### config.mk
export PLATFORM = sky130hd
export DESIGN_NAME = axi4s_pkt_tx
export DESIGN_NICKNAME = d
export VERILOG_FILES = /design/src/rtl/axi4s_pkg.sv /design/src/rtl/axi4s_pkt_tx.sv
export SDC_FILE = /design/constraint.sdc
export NUM_CORES = 1
export LEC_CHECK = 0
export ABC_AREA = 1
export CORE_MARGIN = 3
export CORE_UTILIZATION = 55
export CTS_BUF_LIST = sky130_fd_sc_hd__clkbuf_4
export DETAILED_ROUTE_END_ITERATION = 10
export GPL_TIMING_DRIVEN = 0
export PLACE_DENSITY = 0.84
export SLEW_MARGIN = 30
export SYNTH_ARGS = -nofsm -noshare
export SYNTH_HDL_FRONTEND = slang
export SYNTH_SLANG_ARGS = --single-unit
### constraint.sdc
create_clock -name clk -period 7.6 [get_ports clk]
set_input_delay 1.9 -clock clk [delete_from_list [all_inputs] [get_ports clk]]
set_output_delay 1.9 -clock clk [all_outputs]
set_load 0.05 [all_outputs]
### src/rtl/axi4s_pkg.sv
// -----------------------------------------------------------------------------
// axi4s_pkg
// Shared types and constants for the AXI4-Stream packet transmitter.
//   pkt_tx_state_e  : transmitter FSM states (HDR is only reachable when the
//                     AXI4S_PKT_TX_HDR_EN build option is defined)
//   AXI4S_HDR_MAGIC : upper 16 bits of the optional packet header word
// -----------------------------------------------------------------------------
package axi4s_pkg;

   typedef enum logic [1:0] {
      IDLE = 2'd0,
      HDR  = 2'd1,
      DATA = 2'd2,
      GAP  = 2'd3
   } pkt_tx_state_e;

   localparam logic [15:0] AXI4S_HDR_MAGIC = 16'hA55A;

endpackage

### src/rtl/axi4s_pkt_tx.sv
// -----------------------------------------------------------------------------
// axi4s_pkt_tx
// AXI4-Stream packet source. A start request in IDLE captures len/base/gap and
// emits len incrementing words (base, base+1, ...) with tlast on the final
// word, honouring tready backpressure, then keeps tvalid low for gap cycles.
//
// Build option: AXI4S_PKT_TX_HDR_EN -- when defined, every packet is preceded
// by one header word {16'hA55A, len} (zero-extended / truncated to DW).
//
// Ports
//   clk, rst        : clock (rising edge), asynchronous active-high reset
//   start           : packet request, only sampled in IDLE
//   len, base, gap  : word count, first payload value, post-packet idle cycles
//   busy            : high whenever the FSM is not in IDLE
//   done            : one-cycle pulse after the final payload handshake
//   pkt_cnt         : completed packet counter (wraps)
//   tdata, tvalid, tlast, tready : AXI4-Stream source port
// All outputs come straight from flops.
// -----------------------------------------------------------------------------
module axi4s_pkt_tx
   import axi4s_pkg::*;
#(
   parameter int DW   = 32,
   parameter int LENW = 16,
   parameter int GAPW = 8
) (
   input  logic            clk,
   input  logic            rst,
   input  logic            start,
   input  logic [LENW-1:0] len,
   input  logic [DW-1:0]   base,
   input  logic [GAPW-1:0] gap,
   output logic            busy,
   output logic            done,
   output logic [31:0]     pkt_cnt,
   output logic [DW-1:0]   tdata,
   output logic            tvalid,
   input  logic            tready,
   output logic            tlast
);

   pkt_tx_state_e   state_reg, state_next;
   // Words still to be sent after the one currently presented; tlast is
   // asserted when this reaches zero.
   logic [LENW-1:0] rem_reg, rem_next;
   // Holds the captured gap until the packet ends, then counts down in GAP.
   logic [GAPW-1:0] gcnt_reg, gcnt_next;
   logic [DW-1:0]   tdata_reg, tdata_next;
   logic            tvalid_reg, tvalid_next;
   logic            tlast_reg, tlast_next;
   logic            busy_reg, busy_next;
   logic            done_reg, done_next;
   logic [31:0]     pkt_cnt_reg, pkt_cnt_next;

   logic            hs;
   logic            accept;

   assign hs     = tvalid_reg && tready;
   assign accept = start && (len != '0);

`ifdef AXI4S_PKT_TX_HDR_EN
   localparam int HW = 16 + LENW;

   // Base is only needed after the header has gone out.
   logic [DW-1:0] base_reg, base_next;
   logic [HW-1:0] hdr_raw;
   logic [DW-1:0] hdr_word;

   assign hdr_raw = {AXI4S_HDR_MAGIC, len};

   generate
      if (DW > HW) begin : g_hdr_pad
         assign hdr_word = {{(DW-HW){1'b0}}, hdr_raw};
      end else begin : g_hdr_trunc
         assign hdr_word = hdr_raw[DW-1:0];
      end
   endgenerate
`endif

   // ---------------------------------------------------------------- registers
   always_ff @(posedge clk or posedge rst) begin
      if (rst) begin
         state_reg   <= IDLE;
         rem_reg     <= '0;
         gcnt_reg    <= '0;
         tdata_reg   <= '0;
         tvalid_reg  <= 1'b0;
         tlast_reg   <= 1'b0;
         busy_reg    <= 1'b0;
         done_reg    <= 1'b0;
         pkt_cnt_reg <= '0;
`ifdef AXI4S_PKT_TX_HDR_EN
         base_reg    <= '0;
`endif
      end else begin
         state_reg   <= state_next;
         rem_reg     <= rem_next;
         gcnt_reg    <= gcnt_next;
         tdata_reg   <= tdata_next;
         tvalid_reg  <= tvalid_next;
         tlast_reg   <= tlast_next;
         busy_reg    <= busy_next;
         done_reg    <= done_next;
         pkt_cnt_reg <= pkt_cnt_next;
`ifdef AXI4S_PKT_TX_HDR_EN
         base_reg    <= base_next;
`endif
      end
   end

   // --------------------------------------------------------------- next state
   always_comb begin
      state_next = state_reg;
      case (state_reg)
         IDLE: begin
            if (accept) begin
`ifdef AXI4S_PKT_TX_HDR_EN
               state_next = HDR;
`else
               state_next = DATA;
`endif
            end
         end
`ifdef AXI4S_PKT_TX_HDR_EN
         HDR: begin
            if (hs) state_next = DATA;
         end
`endif
         DATA: begin
            if (hs && tlast_reg) state_next = (gcnt_reg != '0) ? GAP : IDLE;
         end
         GAP: begin
            if (gcnt_reg == GAPW'(1)) state_next = IDLE;
         end
         default: state_next = IDLE;
      endcase
   end

   // ------------------------------------------------------ registered outputs
   always_comb begin
      rem_next     = rem_reg;
      gcnt_next    = gcnt_reg;
      tdata_next   = tdata_reg;
      tvalid_next  = tvalid_reg;
      tlast_next   = tlast_reg;
      done_next    = 1'b0;
      pkt_cnt_next = pkt_cnt_reg;
      // busy mirrors the state the FSM is about to enter.
      busy_next    = (state_next != IDLE);
`ifdef AXI4S_PKT_TX_HDR_EN
      base_next    = base_reg;
`endif
      case (state_reg)
         IDLE: begin
            if (accept) begin
               rem_next    = len - LENW'(1);
               gcnt_next   = gap;
               tvalid_next = 1'b1;
`ifdef AXI4S_PKT_TX_HDR_EN
               base_next   = base;
               tdata_next  = hdr_word;
               tlast_next  = 1'b0;
`else
               tdata_next  = base;
               tlast_next  = (len == LENW'(1));
`endif
            end
         end
`ifdef AXI4S_PKT_TX_HDR_EN
         HDR: begin
            if (hs) begin
               tdata_next = base_reg;
               tlast_next = (rem_reg == '0);
            end
         end
`endif
         DATA: begin
            if (hs) begin
               if (tlast_reg) begin
                  tvalid_next  = 1'b0;
                  tlast_next   = 1'b0;
                  done_next    = 1'b1;
                  pkt_cnt_next = pkt_cnt_reg + 32'd1;
               end else begin
                  // Incrementing the presented word gives base+i modulo 2^DW.
                  tdata_next = tdata_reg + DW'(1);
                  rem_next   = rem_reg - LENW'(1);
                  tlast_next = (rem_reg == LENW'(1));
               end
            end
         end
         GAP: begin
            gcnt_next = gcnt_reg - GAPW'(1);
         end
         default: ;
      endcase
   end

   assign tdata   = tdata_reg;
   assign tvalid  = tvalid_reg;
   assign tlast   = tlast_reg;
   assign busy    = busy_reg;
   assign done    = done_reg;
   assign pkt_cnt = pkt_cnt_reg;

endmodule

==> Word level (Yosys, flattened, before mapping) <==
Cells that the tools add are included.
{ "op_classes": {"add_sub_neg": 5, "mul": 0, "div_mod_pow": 0, "n_lt_le_gt_ge": 0, "eq_ne": 9, "n_shift": 0, "n_mux": 26, "n_bitwise": 0, "n_reduce_logical": 14} }
{ "op_table": {"columns": ["cell", "count"], "rows": [
  ["$mux W32", 3],
  ["$add A32 B1 Y32 const B", 2],
  ["$pmux W32 S2", 1],
  ["$mux W16", 3],
  ["$eq A16 B1 Y1 const B", 2],
  ["$pmux W16 S2", 1],
  ["$sub A16 B1 Y16 const B", 2],
  ["$pmux W8 S2", 1],
  ["$reduce_bool A16 Y1", 1],
  ["$mux W1", 9],
  ["$eq A8 B1 Y1 const B", 1],
  ["$mux W2", 4],
  ["$mux W8", 1],
  ["$ne A2 B2 Y1 const B", 4],
  ["$reduce_and A4 Y1", 2],
  ["$reduce_bool A8 Y1", 1],
  ["$sub A8 B1 Y8 const B", 1],
  ["$pmux W2 S3", 1],
  ["$reduce_and A3 Y1", 2],
  ["$reduce_bool A2 Y1", 3],
  ["$eq A2 B2 Y1 const B", 2],
  ["$pmux W1 S2", 2],
  ["$logic_and A1 B1 Y1", 3],
  ["$logic_not A2 Y1", 1],
  ["$reduce_and A2 Y1", 1]
]} }
{ "totals": {"register_bits": 94, "latch_bits": 0, "ramBits": 0, "rom_bits": 0, "input_bits": 60, "wordCells": 63, "n_memories": 0} }

==> Depth between registers and ports, before layout <==
{ "depth": {"word_depth": 5, "depth_mapped": 12, "depth_no_buf": 12} }

==> Worst setup path after synthesis <==
OpenSTA, ideal clock, no wires.
{ "synth_timing": {"kind": "input to register", "from": "in len[0]", "to": "reg tdata_reg[26], in the netlist tdata[26]", "setup_time_ns": 0.118, "arrival_time_ns": 3.100, "t_required_ns": 7.482, "slack_ns": 4.382, "cell_stages": 12, "path_cell_list": "inv_1 ha_1 nand3_2 nor2_4 nand2_1 nand2_2 nand2_2 nand2_4 buf_6 nor2_1 nand2_1 nand2_1"} }
{ "synth_via": {"elab_chain_len": 4} }
{ "synth_rtl": {"columns": ["item", "line_no", "text"], "rows": [
  ["from (decl)", "axi4s_pkt_tx.sv:30", "input logic [LENW-1:0] len,"],
  ["$reduce_bool A16 Y1", "axi4s_pkt_tx.sv:59", "assign accept = start && (len != '0);"],
  ["$logic_and A1 B1 Y1", "axi4s_pkt_tx.sv:59", null],
  ["$ne A2 B2 Y1 (no source line)", null, null],
  ["$reduce_and A4 Y1 (no source line)", null, null],
  ["to (signal assigned)", "axi4s_pkt_tx.sv:99", "tdata_reg <= tdata_next;"],
  ["to (decl)", "axi4s_pkt_tx.sv:48", "logic [DW-1:0] tdata_reg, tdata_next;"]
]} }
Every way passes these cells.
A chain may end at the register's enable or synchronous reset.

==> Worst setup path after layout <==
{ "layout_timing": {"from": "reg pkt_cnt_reg[5], in the netlist pkt_cnt[5]", "to": "out pkt_cnt[5]"} }
{ "layout_lines": {"columns": ["item", "line_no", "text"], "rows": [
  ["from (decl)", "axi4s_pkt_tx.sv:53", "logic [31:0] pkt_cnt_reg, pkt_cnt_next;"],
  ["from (signal assigned)", "axi4s_pkt_tx.sv:104", "pkt_cnt_reg <= pkt_cnt_next;"],
  ["to (decl)", "axi4s_pkt_tx.sv:35", "output logic [31:0] pkt_cnt,"]
]} }
No word-level cell between the ends.

==> reports/metrics.json <==
{
  "yosysWarnings": 0,
  "setup_total_negative_slack_ns": 0,
  "finalCriticalPeriod_ns": 3.768,
  "detailedPlacementHpwl_um": 14790,
  "post_synth_instance_area_um2": 6646,
  "drive_gt1_frac": 0.04458,
  "cts_buffers": 9,
  "path_buf_inv": 1,
  "maxClockFrequency_ghz": 0.2654,
  "timing.critical_path.slowest_stage_cell": "clkdlybuf4s50_1",
  "worst-path-max-fanout": 7,
  "pins_over_their_slew_limit": 0,
  "hp-class": "flip-flop to flip-flop",
  "grt_pass1_wl_um": 31630,
  "yosysUniqueCellTypes": 37,
  "area.sequential_um2": 2352,
  "drt-initial-drc-count": 723,
  "wl_per_cell_um": 14.69,
  "cts_setup_buffers": 0,
  "die_area_um2": 13440,
  "fin_worst_hold_slack_ns": 0.5282,
  "max_stage_delay_ns": 0.86,
  "layout.nets": 1253,
  "cts_hold_buf": 0,
  "max_cap_viol_count": 0,
  "fin_crit_sh": 0.4958,
  "fp.dieH_um": 115.9,
  "fin_util": 0.7165,
  "core_area_um2": 11610,
  "fin_cells": 1332,
  "clock_latency_on_the_worst_skew_pair_ns": 0.48,
  "tightest_slew_ns": 0.6481,
  "power_leakage_uw": 0.003851,
  "postSynthRegisterBits": 94,
  "drtAntennaViolNets": 0,
  "timing.setup.critical_path_class": "flip-flop to primary output",
  "final.fill_count": 976,
  "via_per_inst": 5.446,
  "placement_rows": 39,
  "critPathLaunchType": "flip-flop",
  "fin_total_pwr_uw": 1029,
  "power.density_nw_per_um2": 123.6,
  "crit_arrival_ns": 1.87,
  "setup-violations-final": 0,
  "root_buffer": "clkbuf_4",
  "drtPass1Iterations": 6,
  "area_delta_synth_final_pct": 25.21,
  "yosysTopAreaCell": "dfrtp_1",
  "finalClockSkew_ns": 0.01949,
  "setup.worst_path.end_class": "primary output",
  "chipWidth_um": 115.9,
  "cts_tree": "done",
  "timing.critical_path.cells": "clkdlybuf4s50_1",
  "synth_area_leaders": "dfrtp_1, nand2_1, nand3_1",
  "cts.reportedPaths.clkPinSlew_ns": 0.16,
  "grt_antenna_before_repair": 0,
  "slew-limit-headroom": 0.5679,
  "max-clock-path-buffers": 2,
  "power.ir.vdd_worst_mv": 0.1061,
  "multiInputGateArea_um2": 3722,
  "clock_sink_count": 94,
  "dr_total_vias": 7254,
  "htree_num_levels": 3,
  "unrepaired_setup_endpoints_after_global_routing": "false",
  "io_pins": 128,
  "syn-mean-instance-area_um2": 6.360,
  "maximum_number_of_pins_on_one_net_before_global_route_repair": 60,
  "vias_in_the_first_global_route": 6864,
  "io_buffers": 127,
  "remaining_drc_errors": 0,
  "timing.critical_path.max_delay_family": "buffers and inverters",
  "numPlacedInstances": 1316,
  "initial_core_util": 0.5723,
  "global_route.overflow_total": 0,
  "post_cts_resized": 0,
  "antenna_cells": 0,
  "route.final.wire_length_um": 19570,
  "globalplace.congestion": 0.9356,
  "synth_top_area_frac": 0.3539,
  "synth_cells": 1045,
  "finalHoldViolations": 0,
  "synth_fp_nets": 1114,
  "seq_area_frac_synth": 0.3539,
  "gr_util_all_layers": 0.2945,
  "status": "completed",
  "critical_path_required_ns": 5.70
}
[final cells by class]
| type | instances | share of cell area |
|---|---|---|
| Multi-Input combinational cell | 815 | 0.4473 |
| Buffer | 23 | 0.01774 |
| Timing Repair Buffer | 128 | 0.1561 |
| Sequential cell | 94 | 0.2827 |
| Tap cell | 143 | 0.02150 |
| Clock inverter | 6 | 0.01413 |
| Clock buffer | 10 | 0.009021 |
| Inverter | 113 | 0.05157 |
[worst paths after layout]
check / start / to / slack, ns / cells after the start
setup / recovery: pkt_cnt[5] / pkt_cnt[5] / 3.83 / 1
hold / removal: gcnt_reg[5] / gcnt_reg[5] / 0.53 / 2
setup reg to reg: tdata[0] / tdata[22] / 5.58 / 11
hold reg to reg: gcnt_reg[5] / gcnt_reg[5] / 0.53 / 2
max in group asynchronous: rst / tdata[5] / 5.22 / 3
min in group asynchronous: rst / gcnt_reg[5] / 1.77 / 2
[layout by cell type (no fill, tap or decap), drive strengths merged]
master         count
o22ai              1
nand4             21
xnor2             12
o21ai             52
or2                5
o21a               1
clkbuf            20
a21oi              8
bufinv             3
nor3b              2
nand3            107
buf               14
nor3              12
xor2              12
nand3b            14
nor2             147
and3               1
mux2i              1
ha                 9
nand2            397
dfrtp             94
clkinvlp           1
inv              114
clkdlybuf4s50    127
a31oi              3
a21boi             1
o211ai             3
o21bai             3
nor4               1
a32oi              2
clkinv             1
[logic make-up after synthesis]
kind of cell,Yosys count,share of synthesized area
AND/OR/NAND/NOR,707,0.4488
buffers and inverters,136,0.08603
flip-flops,94,0.3539
AO/OA/AOI/OAI,74,0.06118
XOR/XNOR,24,0.03163
adder cells (fa/ha/maj),9,0.01694
multiplexers,1,0.001506
[where the power goes]
part | switching [uW] | total (uW) | internal (uW)
clock network | 191 | 364 | 173
registers | 12.8 | 523 | 510
logic | 81.9 | 142 | 59.9
total | 286 | 1030 | 743
[cell usage after synthesis (all sizes together)]
cell type	instances
a21boi	1
a21oi	8
a31oi	3
a32oi	2
and3	1
buf	13
clkbuf	10
dfrtp	94
ha	9
inv	113
mux2i	1
nand2	397
nand3	107
nand3b	14
nand4	21
nor2	147
nor3	12
nor3b	2
nor4	1
o211ai	3
o21a	1
o21ai	52
o21bai	3
o22ai	1
or2	5
xnor2	12
xor2	12
[routing by layer]
metal,global-route usage,vias to the layer above,part of all wire
met5,0,-,0
met3,0.06893,42,0.089
li1,-,3585,-
met2,0.4941,324,0.47
met1,0.3782,3303,0.42
met4,0.09281,0,0.019
[metrics by stage]
stage	setup slack (ns)	cell area [um2]
floorplan	3.251	6646
global placement	1.683	8097
detailed placement	3.520	8129
CTS	3.807	8322
global route	3.738	8322
finish	3.832	8322
No activity file was read; power rests on OpenSTA's default activity.
